File: src/rtl/uart_rx_frame_assembler.sv
// Pulls bytes from a show-ahead Rx FIFO and assembles SYNC + payload + XOR-checksum
// frames into one word, with back-pressure on the consumer side and an idle timeout.
module uart_rx_frame_assembler #(
    parameter int unsigned           DBITS      = 8,
    parameter int unsigned           WORD_BYTES = 4,
    parameter logic [DBITS-1:0]      SYNC_BYTE  = 8'hA5,
    parameter int unsigned           TIMEOUT    = 100000,
    parameter int unsigned           TO_BITS    = 17
) (
    input  logic                        CLK,
    input  logic                        RST,
    input  logic                        rx_empty,
    input  logic [DBITS-1:0]            read_data,
    output logic                        read_uart,
    output logic [WORD_BYTES*DBITS-1:0] word_out,
    output logic                        word_valid,
    input  logic                        word_ready,
    output logic                        chk_err,
    output logic                        timeout_err,
    output logic [7:0]                  drop_count
);

    localparam int unsigned        IDX_W    = (WORD_BYTES > 1) ? $clog2(WORD_BYTES) : 1;
    localparam logic [IDX_W-1:0]   LAST_IDX = IDX_W'(WORD_BYTES - 1);
    localparam logic [TO_BITS-1:0] TO_LAST  = TO_BITS'(TIMEOUT - 1);

    typedef enum logic [1:0] {
        HUNT  = 2'd0,
        DATA  = 2'd1,
        CHECK = 2'd2,
        HOLD  = 2'd3
    } state_e;

    function automatic logic [DBITS-1:0] xor_fold(input logic [DBITS-1:0] acc,
                                                  input logic [DBITS-1:0] data);
        return acc ^ data;
    endfunction

    state_e                        state_q, state_d;
    logic [IDX_W-1:0]              idx_q, idx_d;
    logic [DBITS-1:0]              xor_q, xor_d;
    logic [TO_BITS-1:0]            to_q, to_d;
    logic [WORD_BYTES*DBITS-1:0]   word_q, word_d;
    logic [7:0]                    drop_q, drop_d;
    logic                          chk_q, chk_d;
    logic                          tout_q, tout_d;
    logic                          pop_s;
    logic                          to_hit_s;
    logic                          drop_inc_s;

    // Pop strobe: only in states that consume bytes and only when data is present.
    always_comb begin
        pop_s = 1'b0;
        if ((state_q == HUNT) || (state_q == DATA) || (state_q == CHECK)) begin
            pop_s = ~rx_empty;
        end else begin
            pop_s = 1'b0;
        end
    end

    assign to_hit_s = (to_q == TO_LAST);

    // Next-state, datapath and error-pulse logic for the frame FSM.
    always_comb begin
        state_d    = state_q;
        idx_d      = idx_q;
        xor_d      = xor_q;
        to_d       = to_q;
        word_d     = word_q;
        chk_d      = 1'b0;
        tout_d     = 1'b0;
        drop_inc_s = 1'b0;
        case (state_q)
            HUNT: begin
                to_d = '0;
                if (pop_s && (read_data == SYNC_BYTE)) begin
                    idx_d   = '0;
                    xor_d   = '0;
                    state_d = DATA;
                end else begin
                    state_d = HUNT;
                end
            end
            DATA: begin
                if (pop_s) begin
                    to_d  = '0;
                    xor_d = xor_fold(xor_q, read_data);
                    for (int k = 0; k < WORD_BYTES; k++) begin
                        if (idx_q == IDX_W'(k)) begin
                            word_d[k*DBITS +: DBITS] = read_data;
                        end else begin
                            word_d[k*DBITS +: DBITS] = word_q[k*DBITS +: DBITS];
                        end
                    end
                    if (idx_q == LAST_IDX) begin
                        state_d = CHECK;
                    end else begin
                        idx_d = idx_q + IDX_W'(1);
                    end
                end else if (to_hit_s) begin
                    to_d       = '0;
                    tout_d     = 1'b1;
                    drop_inc_s = 1'b1;
                    state_d    = HUNT;
                end else begin
                    to_d = to_q + TO_BITS'(1);
                end
            end
            CHECK: begin
                if (pop_s) begin
                    to_d = '0;
                    if (read_data == xor_q) begin
                        state_d = HOLD;
                    end else begin
                        chk_d      = 1'b1;
                        drop_inc_s = 1'b1;
                        state_d    = HUNT;
                    end
                end else if (to_hit_s) begin
                    to_d       = '0;
                    tout_d     = 1'b1;
                    drop_inc_s = 1'b1;
                    state_d    = HUNT;
                end else begin
                    to_d = to_q + TO_BITS'(1);
                end
            end
            HOLD: begin
                to_d = '0;
                if (word_ready) begin
                    state_d = HUNT;
                end else begin
                    state_d = HOLD;
                end
            end
            default: begin
                state_d = HUNT;
                to_d    = '0;
            end
        endcase
    end

    // Bad-frame counter sticks at 255 instead of wrapping.
    always_comb begin
        drop_d = drop_q;
        if (drop_inc_s && (drop_q != 8'hFF)) begin
            drop_d = drop_q + 8'd1;
        end else begin
            drop_d = drop_q;
        end
    end

    // State and datapath registers with synchronous reset.
    always_ff @(posedge CLK) begin
        if (RST) begin
            state_q <= HUNT;
            idx_q   <= '0;
            xor_q   <= '0;
            to_q    <= '0;
            word_q  <= '0;
            drop_q  <= 8'd0;
            chk_q   <= 1'b0;
            tout_q  <= 1'b0;
        end else begin
            state_q <= state_d;
            idx_q   <= idx_d;
            xor_q   <= xor_d;
            to_q    <= to_d;
            word_q  <= word_d;
            drop_q  <= drop_d;
            chk_q   <= chk_d;
            tout_q  <= tout_d;
        end
    end

    // Strobes are forced low while reset is held, even before the first edge.
    assign read_uart   = pop_s & ~RST;
    assign word_valid  = (state_q == HOLD) & ~RST;
    assign chk_err     = chk_q & ~RST;
    assign timeout_err = tout_q & ~RST;
    assign word_out    = word_q;
    assign drop_count  = drop_q;

endmodule

File: config.mk
export PLATFORM = sky130hd
export DESIGN_NAME = uart_rx_frame_assembler
export DESIGN_NICKNAME = d
export VERILOG_FILES = /design/src/rtl/uart_rx_frame_assembler.sv
export SDC_FILE = /design/constraint.sdc
export NUM_CORES = 1
export LEC_CHECK = 0
export BUFFER_PORTS_ARGS = -buffer_cell sky130_fd_sc_hd__buf_2
export CELL_PAD_IN_SITES_DETAIL_PLACEMENT = 1
export CELL_PAD_IN_SITES_GLOBAL_PLACEMENT = 1
export CORE_MARGIN = 2
export CORE_UTILIZATION = 44
export CTS_CLUSTER_SIZE = 12
export DETAILED_ROUTE_END_ITERATION = 12
export PLACE_DENSITY = 0.95
export SETUP_SLACK_MARGIN = 0.02
export SLEW_MARGIN = 40
export SYNTH_ARGS = -nofsm -noshare
export SYNTH_HDL_FRONTEND = slang
export SYNTH_SLANG_ARGS = --single-unit
export TNS_END_PERCENT = 20
File: constraint.sdc
create_clock -name CLK -period 6.3 [get_ports CLK]
set_clock_uncertainty 0.05 [all_clocks]
set_input_delay 1.26 -clock CLK [delete_from_list [all_inputs] [get_ports CLK]]
set_output_delay 1.26 -clock CLK [all_outputs]
set_load 0.01 [all_outputs]
**After elaboration in Yosys (flattened, before gate mapping)**

Cells that the tools add are included.

- Bits in registers: 71
- Input port bits: 12
- Output and inout bits: 44
- Logic and storage cells: 79

- Add/sub/neg operators: 3
- Eq/ne operators: 14
- Muxes and demuxes: 24
- Bitwise gates (word level): 10
- Reduce and logical (&&, ||, !) cells: 17

Operators by type and width:

| kind | number |
|---|---|
| 2-to-1 mux 17 bit | 2 |
| case mux 17 bit (2 select lines) | 1 |
| 2-to-1 mux 2 bit | 9 |
| adder 17 x 1 -> 17 bit (second input constant) | 1 |
| equality test 17 bit (second input constant) | 1 |
| 2-to-1 mux 8 bit | 2 |
| case mux 8 bit (2 select lines) | 1 |
| AND reduction 3 bit | 5 |
| adder 8 x 1 -> 8 bit (second input constant) | 1 |
| equality test 2 bit (second input constant) | 4 |
| equality test 8 bit | 1 |
| equality test 8 bit (second input constant) | 1 |
| inequality test 8 bit (second input constant) | 1 |
| case mux 2 bit (4 select lines) | 1 |
| bitwise XOR 8 bit | 1 |
| 2-to-1 mux 1 bit | 6 |
| OR reduction 2 bit | 3 |
| NOT 1 bit | 5 |
| bitwise AND 1 bit | 4 |
| equality test 2 x 1 -> 1 bit (second input constant) | 2 |
| logical NOT 2 bit | 2 |
| inequality test 2 bit (second input constant) | 2 |
| case mux 2 bit (2 select lines) | 1 |
| AND reduction 4 bit | 1 |
| other kinds (8) | 10 |

**Depth between registers and ports, before layout**

- Word-level depth: 7
- Mapped depth: 8

**Least setup slack after synthesis**

Ideal clock, no wire load.

- Path kind: in2out
- Start: in RST
- End: out read_uart
- Data arrival time: 2.186 ns
- Data required time: 4.990 ns
- Setup slack: 2.804 ns
- Stages on the path: 4
- Cell sequence: clkbuf_1 > clkbuf_1 > buf_1 > nor2_1

- Cells in the longest elaborated chain, start to end: 2

RTL lines:

| what | line | source |
|---|---|---|
| start, declared | 11 | `input logic RST,` |
| NOT 1 bit | 177 | `assign read_uart = pop_s & ~RST;` |
| bitwise AND 1 bit | 177 |  |
| end, declared | 14 | `output logic read_uart,` |

No other way between the ends.

**Worst setup path in the final report**

- Start: in RST
- End: out word_valid

- Cells in the longest elaborated chain, start to end: 2

RTL lines:

| what | line | source |
|---|---|---|
| NOT 1 bit | 178 | `assign word_valid = (state_q == HOLD) & ~RST;` |
| bitwise AND 1 bit | 178 |  |
| end, declared | 16 | `output logic word_valid,` |

No other way between the ends.

==> results.json <==
{
  "cp-start-kind": "input pin",
  "synthXorXnorAreaFrac": 0.06512,
  "yosysWarnings": 0,
  "setup_viol": 0,
  "cts-buffers-inserted": 9,
  "critPathLaunch": "RST",
  "dieArea_sq_um": 8038,
  "ys_dominant_reg_cell": "dfxtp_1",
  "io_pins": 56,
  "total_power_uw": 896.2,
  "fin_crit_ps": 3720,
  "synth_edf_count": 0,
  "cts_hold_buf": 0,
  "synth_compound_area_frac": 0.1337,
  "track_usage": 0.2182,
  "synth_fa_ha_area_frac": 0.04264,
  "num_vias": 2839,
  "port_buffers": 55,
  "synth-async-reset-ratio": 0,
  "antenna_found_initial": 0,
  "synth_top_area_cell": "dfxtp_1",
  "seq_area_sq_um": 1421,
  "die_h_microns": 89.66,
  "post_cts_buffers": 0,
  "ys_ff_latch": 71,
  "crit_fanout": 36,
  "setup_tns_ps": 0,
  "synth_top_family_by_area": "simple AND/OR/NAND/NOR gates",
  "cp.arrival_ps": 2410,
  "worst-setup-path-type": "in2out",
  "die_w_microns": 89.66,
  "drv_slew": 0,
  "cts_tree": "done",
  "final_util": 0.5269,
  "status": "complete, no violations",
  "via_per_inst": 5.238,
  "worst_pin_slew_ps": 795.2,
  "syn_area_sq_um": 3228,
  "drt_iter0_markers": 102,
  "ctsResizeCount": 0,
  "cp_data_required_time_ps": 4990,
  "synthCells": 393,
  "power_density_nw_per_um2": 237.0,
  "avgSynthCellArea_sq_um": 8.214,
  "dpl_worst_slack_ps": 2570,
  "drt_wl_total_mm": 8.242,
  "clock-root-buffer": "clkbuf_8",
  "ir_drop_v": 0.0001286,
  "core_area_sq_um": 7176,
  "ys_seq_area_frac": 0.4403,
  "gp_congestion": 0.7668,
  "synth_cell_type_count": 46,
  "fmax_mhz": 268.9,
  "drive_above_1_share": 0.1738,
  "cts-htree-levels": 3,
  "syn-num-nets": 416,
  "detail_route.wl_per_cell_microns": 15.21,
  "firstDrtPassIters": 4,
  "hold_violations": 0,
  "worstSkewPairLatency_ps": 360,
  "post-route-period-util": 0.5904,
  "yosys-top-cells-area": "dfxtp_1, nand2_1, a21oi_1, xor2_1, nor2_1",
  "grt_first_pass_wirelength_mm": 13.37,
  "hp-start": "to_q[0]",
  "rsz0062_at_grt": "no",
  "fin_nets": 462,
  "clk_pin_slew_ps": 70,
  "nFillCells": 901,
  "mostFrequentLayoutCells": "nand2_1, dfxtp_1, buf_2",
  "multi_input_comb_area_sq_um": 1689,
  "syn2layout_area_growth_pct": 17.13,
  "cts.path.max_buffers": 2,
  "rows": 31,
  "hold_path.class": "reg2reg",
  "reg2reg_from": "state_q[1]",
  "dp_hpwl_mm": 5.818,
  "globalRouteOverflowTotal": 0,
  "synthMuxAreaShare": 0.01357,
  "start_util": 0.4499,
  "antenna_left": 0,
  "max_cap_viol_count": 0,
  "layout_commonest_cell": "nand2_1",
  "worst_slack_ps": 2580,
  "grt_max_degree": 37,
  "diodes": 0,
  "slew_headroom": 0.4688,
  "end_kind": "output pin",
  "synthSimpleGateAreaFrac": 0.2667,
  "grt_pass1_vias": 2834,
  "clock-sinks": 71,
  "drc_errors": 0,
  "leakagePower_nw": 1.505,
  "synth_top_area_frac": 0.4403
}
kinds of logic after synthesis:
logic type | after synthesis
and+or+nand+nor | 179
DFF | 71
xor gates and xnor gates | 24
adders and majority gates | 11
AOI/OAI and AO/OA | 74
muxes | 4
buffers and inverters | 30
registers in the layout, indices dropped and copies added (netlist names):
| name | cells |
|---|---|
| chk_q | 1 |
| idx_q | 2 |
| word_out | 32 |
| drop_count | 8 |
| tout_q | 1 |
| to_q | 17 |
| state_q | 2 |
| xor_q | 8 |
report_power, final:
group	internal (mW)	total, mW	switching (mW)
Sequential	0.449	0.449	0.0000964
Combinational	0.00635	0.0256	0.0192
Clock	0.253	0.422	0.169
Total	0.707	0.896	0.189
final timing paths:
check	slack, ps	end	depth (start not counted)
worst max-delay path	2580	word_valid	4
worst min-delay path	390	to_q[0]	1
worst max register to register	3340	xor_q[2]	8
worst min register to register	390	to_q[0]	1
cell usage after synthesis (4+ instances only):
master     n
dfxtp_1   71
a21oi_1   44
o21ai_0   12
a31oi_1    4
nand4_1    4
clkbuf_1  12
nand3_1    7
ha_1      11
xnor2_1    4
nand3b_1   8
nor2_1    39
buf_2      8
xor2_1    20
nor2b_1    7
and3_1     9
inv_1      8
nand2_1   84
cell type report:
class | count | area share
sequential | 71 | 0.3759
clock inverter | 3 | 0.01721
timing repair buffer | 56 | 0.07478
tap | 99 | 0.03276
clock buffer | 12 | 0.04368
inverter | 9 | 0.008934
multi-input combinational | 292 | 0.4467
per-stage QoR:
step                area, sq um  std cells  hold WS, ps
floorplan                  3228        393        362.9
global placement           3546        527        373.6
detailed placement         3551        527        385.9
CTS                        3781        542        398.0
global route               3781        542        431.9
finish                     3781        542        393.0
worst max-delay path, stage by stage:
cell and delay (ps):
buf_2 510, buf_4 410, nor2b_1 80, buf_2 140
per-layer routing:
metal  global-route usage  routed length, microns  share of wire
met1               0.2693                    3716           0.45
met4               0.1085                     199          0.024
met5                    0                       0              0
met2               0.3656                    4028           0.49
met3              0.03839                     297          0.036
No activity file was read; power rests on OpenSTA's default activity.
